## config.mk

```make
export PLATFORM = sky130hd
export DESIGN_NAME = divisor_circular_seq
export DESIGN_NICKNAME = d
export VERILOG_FILES = /design/src/rtl/divisor_circular_seq.sv
export SDC_FILE = /design/constraint.sdc
export NUM_CORES = 1
export LEC_CHECK = 0
export CAP_MARGIN = 30
export CORE_UTILIZATION = 52
export CTS_CLUSTER_SIZE = 30
export DETAILED_ROUTE_END_ITERATION = 10
export GPL_TIMING_DRIVEN = 0
export PLACE_DENSITY = 0.79
export SKIP_CTS_REPAIR_TIMING = 1
export SLEW_MARGIN = 5
export SYNTH_ARGS = -nofsm -noshare
export SYNTH_HDL_FRONTEND = slang
export SYNTH_SLANG_ARGS = --single-unit
```

## constraint.sdc

```tcl
create_clock -name clk -period 3.11 [get_ports clk]
set_clock_uncertainty 0.1 [all_clocks]
set_input_delay 0.311 -clock clk [delete_from_list [all_inputs] [get_ports clk]]
set_output_delay 0.311 -clock clk [all_outputs]
set_load 0.005 [all_outputs]
```

## src/rtl/divisor_circular_seq.sv

```systemverilog
// divisor_circular_seq: 4-bit unsigned restoring divider.
// One quotient bit is resolved per clock, MSB first. The results and the
// Z/N/C/V flags are registered once, on the edge that enters DONE.
// A zero divisor spends a single cycle in DIV without iterating and then
// moves straight to DONE with the fixed divide-by-zero result.
module divisor_circular_seq (
  input  logic       clk,
  input  logic       rst_n,
  input  logic       start,
  input  logic [3:0] A,
  input  logic [3:0] B,
  output logic [3:0] Y,
  output logic [3:0] R,
  output logic       Z,
  output logic       N,
  output logic       C,
  output logic       V,
  output logic       busy,
  output logic       done
);

  typedef enum logic [1:0] {
    IDLE = 2'd0,
    DIV  = 2'd1,
    DONE = 2'd2
  } state_t;

  state_t state;
  state_t state_nxt;

  logic [3:0] a_reg;
  logic [3:0] b_reg;
  logic [3:0] rem;
  logic [3:0] quo;
  logic [1:0] cnt;

  logic [1:0] bit_idx;
  logic [4:0] rem_shift;
  logic [4:0] rem_sub;
  logic [4:0] rem_step;
  logic       q_bit;
  logic [3:0] quo_step;
  logic       div_zero;
  logic       last_step;

  assign div_zero  = (b_reg == 4'd0);
  assign last_step = (cnt == 2'd3);
  assign bit_idx   = 2'd3 - cnt;

  // One restoring step: shift in the next dividend bit, then subtract B if it fits.
  always_comb begin
    rem_shift = {rem, a_reg[bit_idx]};
    rem_sub   = rem_shift - {1'b0, b_reg};
    q_bit     = (rem_shift >= {1'b0, b_reg});
    rem_step  = q_bit ? rem_sub : rem_shift;
    quo_step  = {quo[2:0], q_bit};
  end

  // State register; reset aborts any operation in flight.
  always_ff @(posedge clk or negedge rst_n) begin
    if (!rst_n) begin
      state <= IDLE;
    end else begin
      state <= state_nxt;
    end
  end

  // Next-state logic: start only matters in IDLE, DONE always lasts one cycle.
  always_comb begin
    state_nxt = state;
    case (state)
      IDLE: begin
        if (start) begin
          state_nxt = DIV;
        end
      end
      DIV: begin
        if (div_zero || last_step) begin
          state_nxt = DONE;
        end
      end
      DONE: begin
        state_nxt = IDLE;
      end
      default: begin
        state_nxt = IDLE;
      end
    endcase
  end

  // Status outputs decoded directly from the state.
  always_comb begin
    busy = (state != IDLE);
    done = (state == DONE);
  end

  // Operand capture, iteration datapath and result/flag registers.
  always_ff @(posedge clk or negedge rst_n) begin
    if (!rst_n) begin
      a_reg <= 4'd0;
      b_reg <= 4'd0;
      rem   <= 4'd0;
      quo   <= 4'd0;
      cnt   <= 2'd0;
      Y     <= 4'd0;
      R     <= 4'd0;
      Z     <= 1'b0;
      N     <= 1'b0;
      C     <= 1'b0;
      V     <= 1'b0;
    end else begin
      case (state)
        IDLE: begin
          if (start) begin
            a_reg <= A;
            b_reg <= B;
            rem   <= 4'd0;
            quo   <= 4'd0;
            cnt   <= 2'd0;
          end
        end
        DIV: begin
          if (div_zero) begin
            Y <= 4'hF;
            R <= a_reg;
            Z <= 1'b0;
            N <= 1'b1;
            C <= 1'b0;
            V <= 1'b1;
          end else begin
            rem <= rem_step[3:0];
            quo <= quo_step;
            cnt <= cnt + 2'd1;
            if (last_step) begin
              Y <= quo_step;
              R <= rem_step[3:0];
              Z <= (quo_step == 4'd0);
              N <= quo_step[3];
              C <= (rem_step != 5'd0);
              V <= 1'b0;
            end
          end
        end
        default: begin
        end
      endcase
    end
  end

endmodule

```

Word level (Yosys, flattened, before mapping):

Cells that the tools add are included.

* bits of input ports: 11
* output and inout port bits: 14
* register bits: 31

* add/sub/neg operators: 3
* mux-type cells: 26
* equal/unequal tests: 6
* reduce and logical (&&, ||, !) cells: 12
* order comparisons: 2

Operator list (number)
* 4-bit 2-to-1 mux: 6
* 1-bit 2-to-1 mux: 9
* 4-bit zero test: 2
* 2-bit 2-to-1 mux: 4
* 2-bit one-hot mux with 2 select lines: 2
* 4-bit one-hot mux with 2 select lines: 1
* 2-bit inequality test (second input constant): 3
* 3-bit one-hot mux with 2 select lines: 1
* 2-bit AND reduction: 3
* 2-bit nonzero test: 3
* 5-bit by 4-bit greater-or-equal comparator with 1-bit output: 1
* 5-bit 2-to-1 mux: 1
* 5-bit nonzero test: 1
* 5-bit by 4-bit subtractor with 5-bit output: 1
* 2-bit == test (second input constant): 2
* 2-bit by 3-bit < comparator with 1-bit output (second input constant): 1
* 3-bit 2-to-1 mux: 1
* 3-bit AND reduction: 1
* 2-bit by 1-bit adder with 2-bit output (second input constant): 1
* 1-bit binary-select mux with 2-bit select: 1
* 2-bit by 1-bit == test with 1-bit output (second input constant): 1
* 2-bit zero test: 1
* 2-bit subtractor (first input constant): 1
* 1-bit logical OR: 1

Logic depth before layout (Yosys ltp):

* depth after elaboration: 8
* depth in mapped cells: 9
* mapped depth without buffers: 9

Worst setup path before layout:

Ideal clock, no wire load.

* path kind: register to register
* start point: reg cnt[0]
* end point: reg C
* period minus slack after synthesis: 2.709 ns
* path buffers: 0
* data arrival time: 2.480 ns
* stages on the path, launching flop included: 9
* required time: 2.881 ns
* slack: 0.401 ns
* library setup time: 0.129 ns
* cell sequence: dfrtp_1 -> mux4_2 -> inv_1 -> ha_1 -> nand4_1 -> nand2_1 -> nor2_2 -> mux2_2 -> o41a_1

* word-level cells in the longest chain between the ends: 8
* elaborated cells between the ends (all ways): 12

Ends and longest elaborated chain
* start: declaration: line 35 `logic [1:0] cnt;`
* start signal: assignment: line 133 `cnt <= cnt + 2'd1;`
* 2-bit subtractor: line 48 `assign bit_idx = 2'd3 - cnt;`
* 1-bit binary-select mux with 2-bit select: line 52 `rem_shift = {rem, a_reg[bit_idx]};`
* 1-bit 2-to-1 mux (not written as such): line 52
* 5-bit by 4-bit subtractor with 5-bit output / 5-bit by 4-bit greater-or-equal comparator with 1-bit output (equally long branches): line 53, 54
* 5-bit 2-to-1 mux: line 55 `rem_step = q_bit ? rem_sub : rem_shift;`
* 5-bit nonzero test: line 139 `C <= (rem_step != 5'd0);`
* 1-bit 2-to-1 mux: line 134 `if (last_step) begin`
* 1-bit 2-to-1 mux: line 123 `if (div_zero) begin`
* end signal: assignment: line 139
* end: declaration: line 16 `output logic C,`

Parallel ways exist; a longest one is shown, timed or not. The select of a mux whose other input is x is not followed.
A chain may end at the register's enable or synchronous reset.

Worst setup path in the final report:

Same ends and word-level chain as after synthesis.

==> results by group <==
Setup path
  – Crit path required time: 3240 ps
  – Worst reg2reg path depth: 8
  – Critical Path Start: cnt[0]$_DFFE_PN0P_
  – R2R Path End: C$_DFFE_PN0P_
  – Cells along the critical path: mux4_2 -> inv_1 -> ha_1 -> nand4_1 -> nand2_1 -> nor2_4 -> mux2_2 -> o41a_1
  – Worst EP arrival: 3070 ps
  – Crit path max-delay cell type: mux4_2
  – Crit path max-delay family: multiplexers
  – Worst Path Buf+Inv: 1
  – CP peak stage delay: 560 ps
  – Critical path startpoint category: flip-flop
  – Worst-path maximum fanout: 8
  – Crit Path Class: reg -> reg
  – Critical path depth: 8
  – Worst r2r src: cnt[0]$_DFFE_PN0P_
  – CP endpoint kind: flip-flop
  – R2R setup slack: 170 ps

Global routing
  – GRT overflow: 0
  – Initial antenna violation count: 0
  – First-pass GRT wire length: 5713 um
  – Largest net degree at the start of global routing: 17
  – Vias in the first global route: 1196
  – GRT Total Usage: 24.70%

Clock network
  – Worst-path clk slew: 90 ps
  – Root Driver: clkbuf_4
  – CTS max path bufs: 2
  – CTS tree: yes
  – H-Tree Depth: 2
  – Sink Count: 30
  – CTS Buf Count: 5
  – Worst skew pair latency: 340 ps

Pwr
  – PnR Total Power: 2.317 mW
  – Pwr dens: 1243 nW/um2
  – Leak: 0.8276 nW
  – Peak VDD IR: 0.0008426 V

Yosys
  – Mapped Area: 1513 um2
  – Ys flop type: dfrtp_1
  – Syn_nets: 157
  – Synthesis Warnings: 0
  – Post-synth cell types: 37
  – Avg Cell Area, Syn: 10.88 um2
  – Register area share after synthesis: 49.63%
  – Async SR Flop Fraction: 100.0%
  – #FFs+latches synth: 30
  – EDFF count, synth: 0
  – Mapped Cells: 139

Die
  – Die Wd: 55.94 um
  – I/O pin cnt: 25
  – Core Area: 2758 um2
  – Die Ht: 55.94 um
  – Rows: 19
  – Starting density of the core: 54.85%
  – Die ar.: 3129 um2

STA
  – Min Tclk post-route: 2940 ps
  – Tightest Pin Transition: 769.0 ps
  – Final Hold Violating Endpoints: 0
  – Max-slew headroom: 48.58%
  – Crit share post-route: 94.52%
  – Slew Limit Fails: 0
  – RSZ-0062 raised after global routing: false
  – Setup TNS: 0 ps
  – Fmax: 340.2 MHz
  – Setup Viol. Count Final: 0
  – Worst setup margin: 170.5 ps

Route
  – Final wirelength: 3457 um
  – Vias: 1253
  – DR vias/cell: 6.234
  – Drt wl/cell: 17.20 um
  – 1st-iter DRT viols: 57
  – DRC: 0
  – TritonRoute pass-1 iters: 4
  – Post-DRT Antenna Nets: 0

Placed design
  – Global placement routability congestion: 0.8871
  – Port Buf Inserts: 24
  – Detail Placement HPWL: 2508 um
  – Place WS: 71.09 ps

Layout
  – Fillers: 234
  – Layout area overhead: 23.16%
  – Most frequent cells in the layout: 30 x dfrtp_1, 24 x clkdlybuf4s50_1, 15 x nand2_1
  – Layout cells sized above 1: 14.12%
  – NumNets Final: 189
  – Most common cell after layout, fill and taps aside: dfrtp_1
  – N_diodes: 0

Outcome
  – Status: complete, no violations

Job
  – Max-capacitance violation count: 0

Worst hold path
  – Worst min path class: in -> async
## stage by stage
stage / cells / hold slack, ps / utilization (%) / instance area [um2]
floorplan: 139 / -84.59 / - / 1513
global placement: 194 / 372.3 / 64.97 / 1792
detailed placement: 195 / 389.8 / 65.52 / 1807
CTS: 201 / 341.5 / 67.38 / 1858
global route: 201 / 364.9 / 67.56 / 1863
finish: 201 / 308.5 / 67.56 / 1863
## worst max-delay path by stage
stage | endpoint
CTS | C$_DFFE_PN0P_
detailed placement | C$_DFFE_PN0P_
global route | C$_DFFE_PN0P_
finish | C$_DFFE_PN0P_
global placement | C$_DFFE_PN0P_
floorplan | C$_DFFE_PN0P_
## cell usage after synthesis, types with 2 or more instances
master | instances | share of area [%]
o31ai_1 | 3 | 1.5
o22ai_1 | 2 | 0.83
o21ai_0 | 6 | 2.0
nand2b_1 | 4 | 1.7
nand2_1 | 15 | 3.7
clkbuf_1 | 3 | 0.74
ha_1 | 6 | 5.0
inv_1 | 8 | 2.0
nor2_1 | 7 | 1.7
mux2i_1 | 2 | 1.3
a21oi_1 | 7 | 2.3
nor2b_1 | 2 | 0.83
dfrtp_1 | 30 | 50
nand3_1 | 9 | 3.0
a22o_1 | 2 | 1.2
o22a_1 | 3 | 1.7
mux2_2 | 10 | 7.4
## power breakdown
group	internal [mW]	leakage (nW)	switching [mW]	total, mW
clock	0.102	0.0302	0.130	0.231
combinational	0.635	0.437	0.698	1.33
sequential	0.577	0.361	0.176	0.753
total	1.31	0.828	1.00	2.32
## per-layer routing
layer	vias to the layer above	wire, um	GRT usage (%)
met2	66	1643	37.18
met4	0	112	12.20
met3	16	215	8.372
li1	564	-	-
met5	-	0	0
met1	607	1486	32.09
## final cells by class
cell class,count,area [um2],area share [%]
sequential,30,750.7,40.30
multi-input combinational,97,718.2,38.55
timing repair buffer,25,255.2,13.70
clock buffer,6,51.30,2.754
tap,31,38.79,2.082
inverter,8,30.03,1.612
buffer,4,18.77,1.007
## cells by family (layout without fill, tap and decap cells)
group,count (synthesis),count (layout),share of synthesized area [%]
and+or+nand+nor,44,44,15.39
AOI/OAI and AO/OA,32,32,14.64
DFF,30,30,49.63
muxes,13,13,10.26
buffers and inverters,12,43,3.226
adders and majority gates,7,7,6.286
xor gates and xnor gates,1,1,0.5791
## worst reg2reg max path, stage by stage, from the launching register on
cell and delay [ps]:
dfrtp_1 430, mux4_2 560, inv_1 120, ha_1 260
nand4_1 110, nand2_1 170, nor2_4 290, mux2_2 370
o41a_1 420
Note: power is estimated with default switching activity, not from simulation.
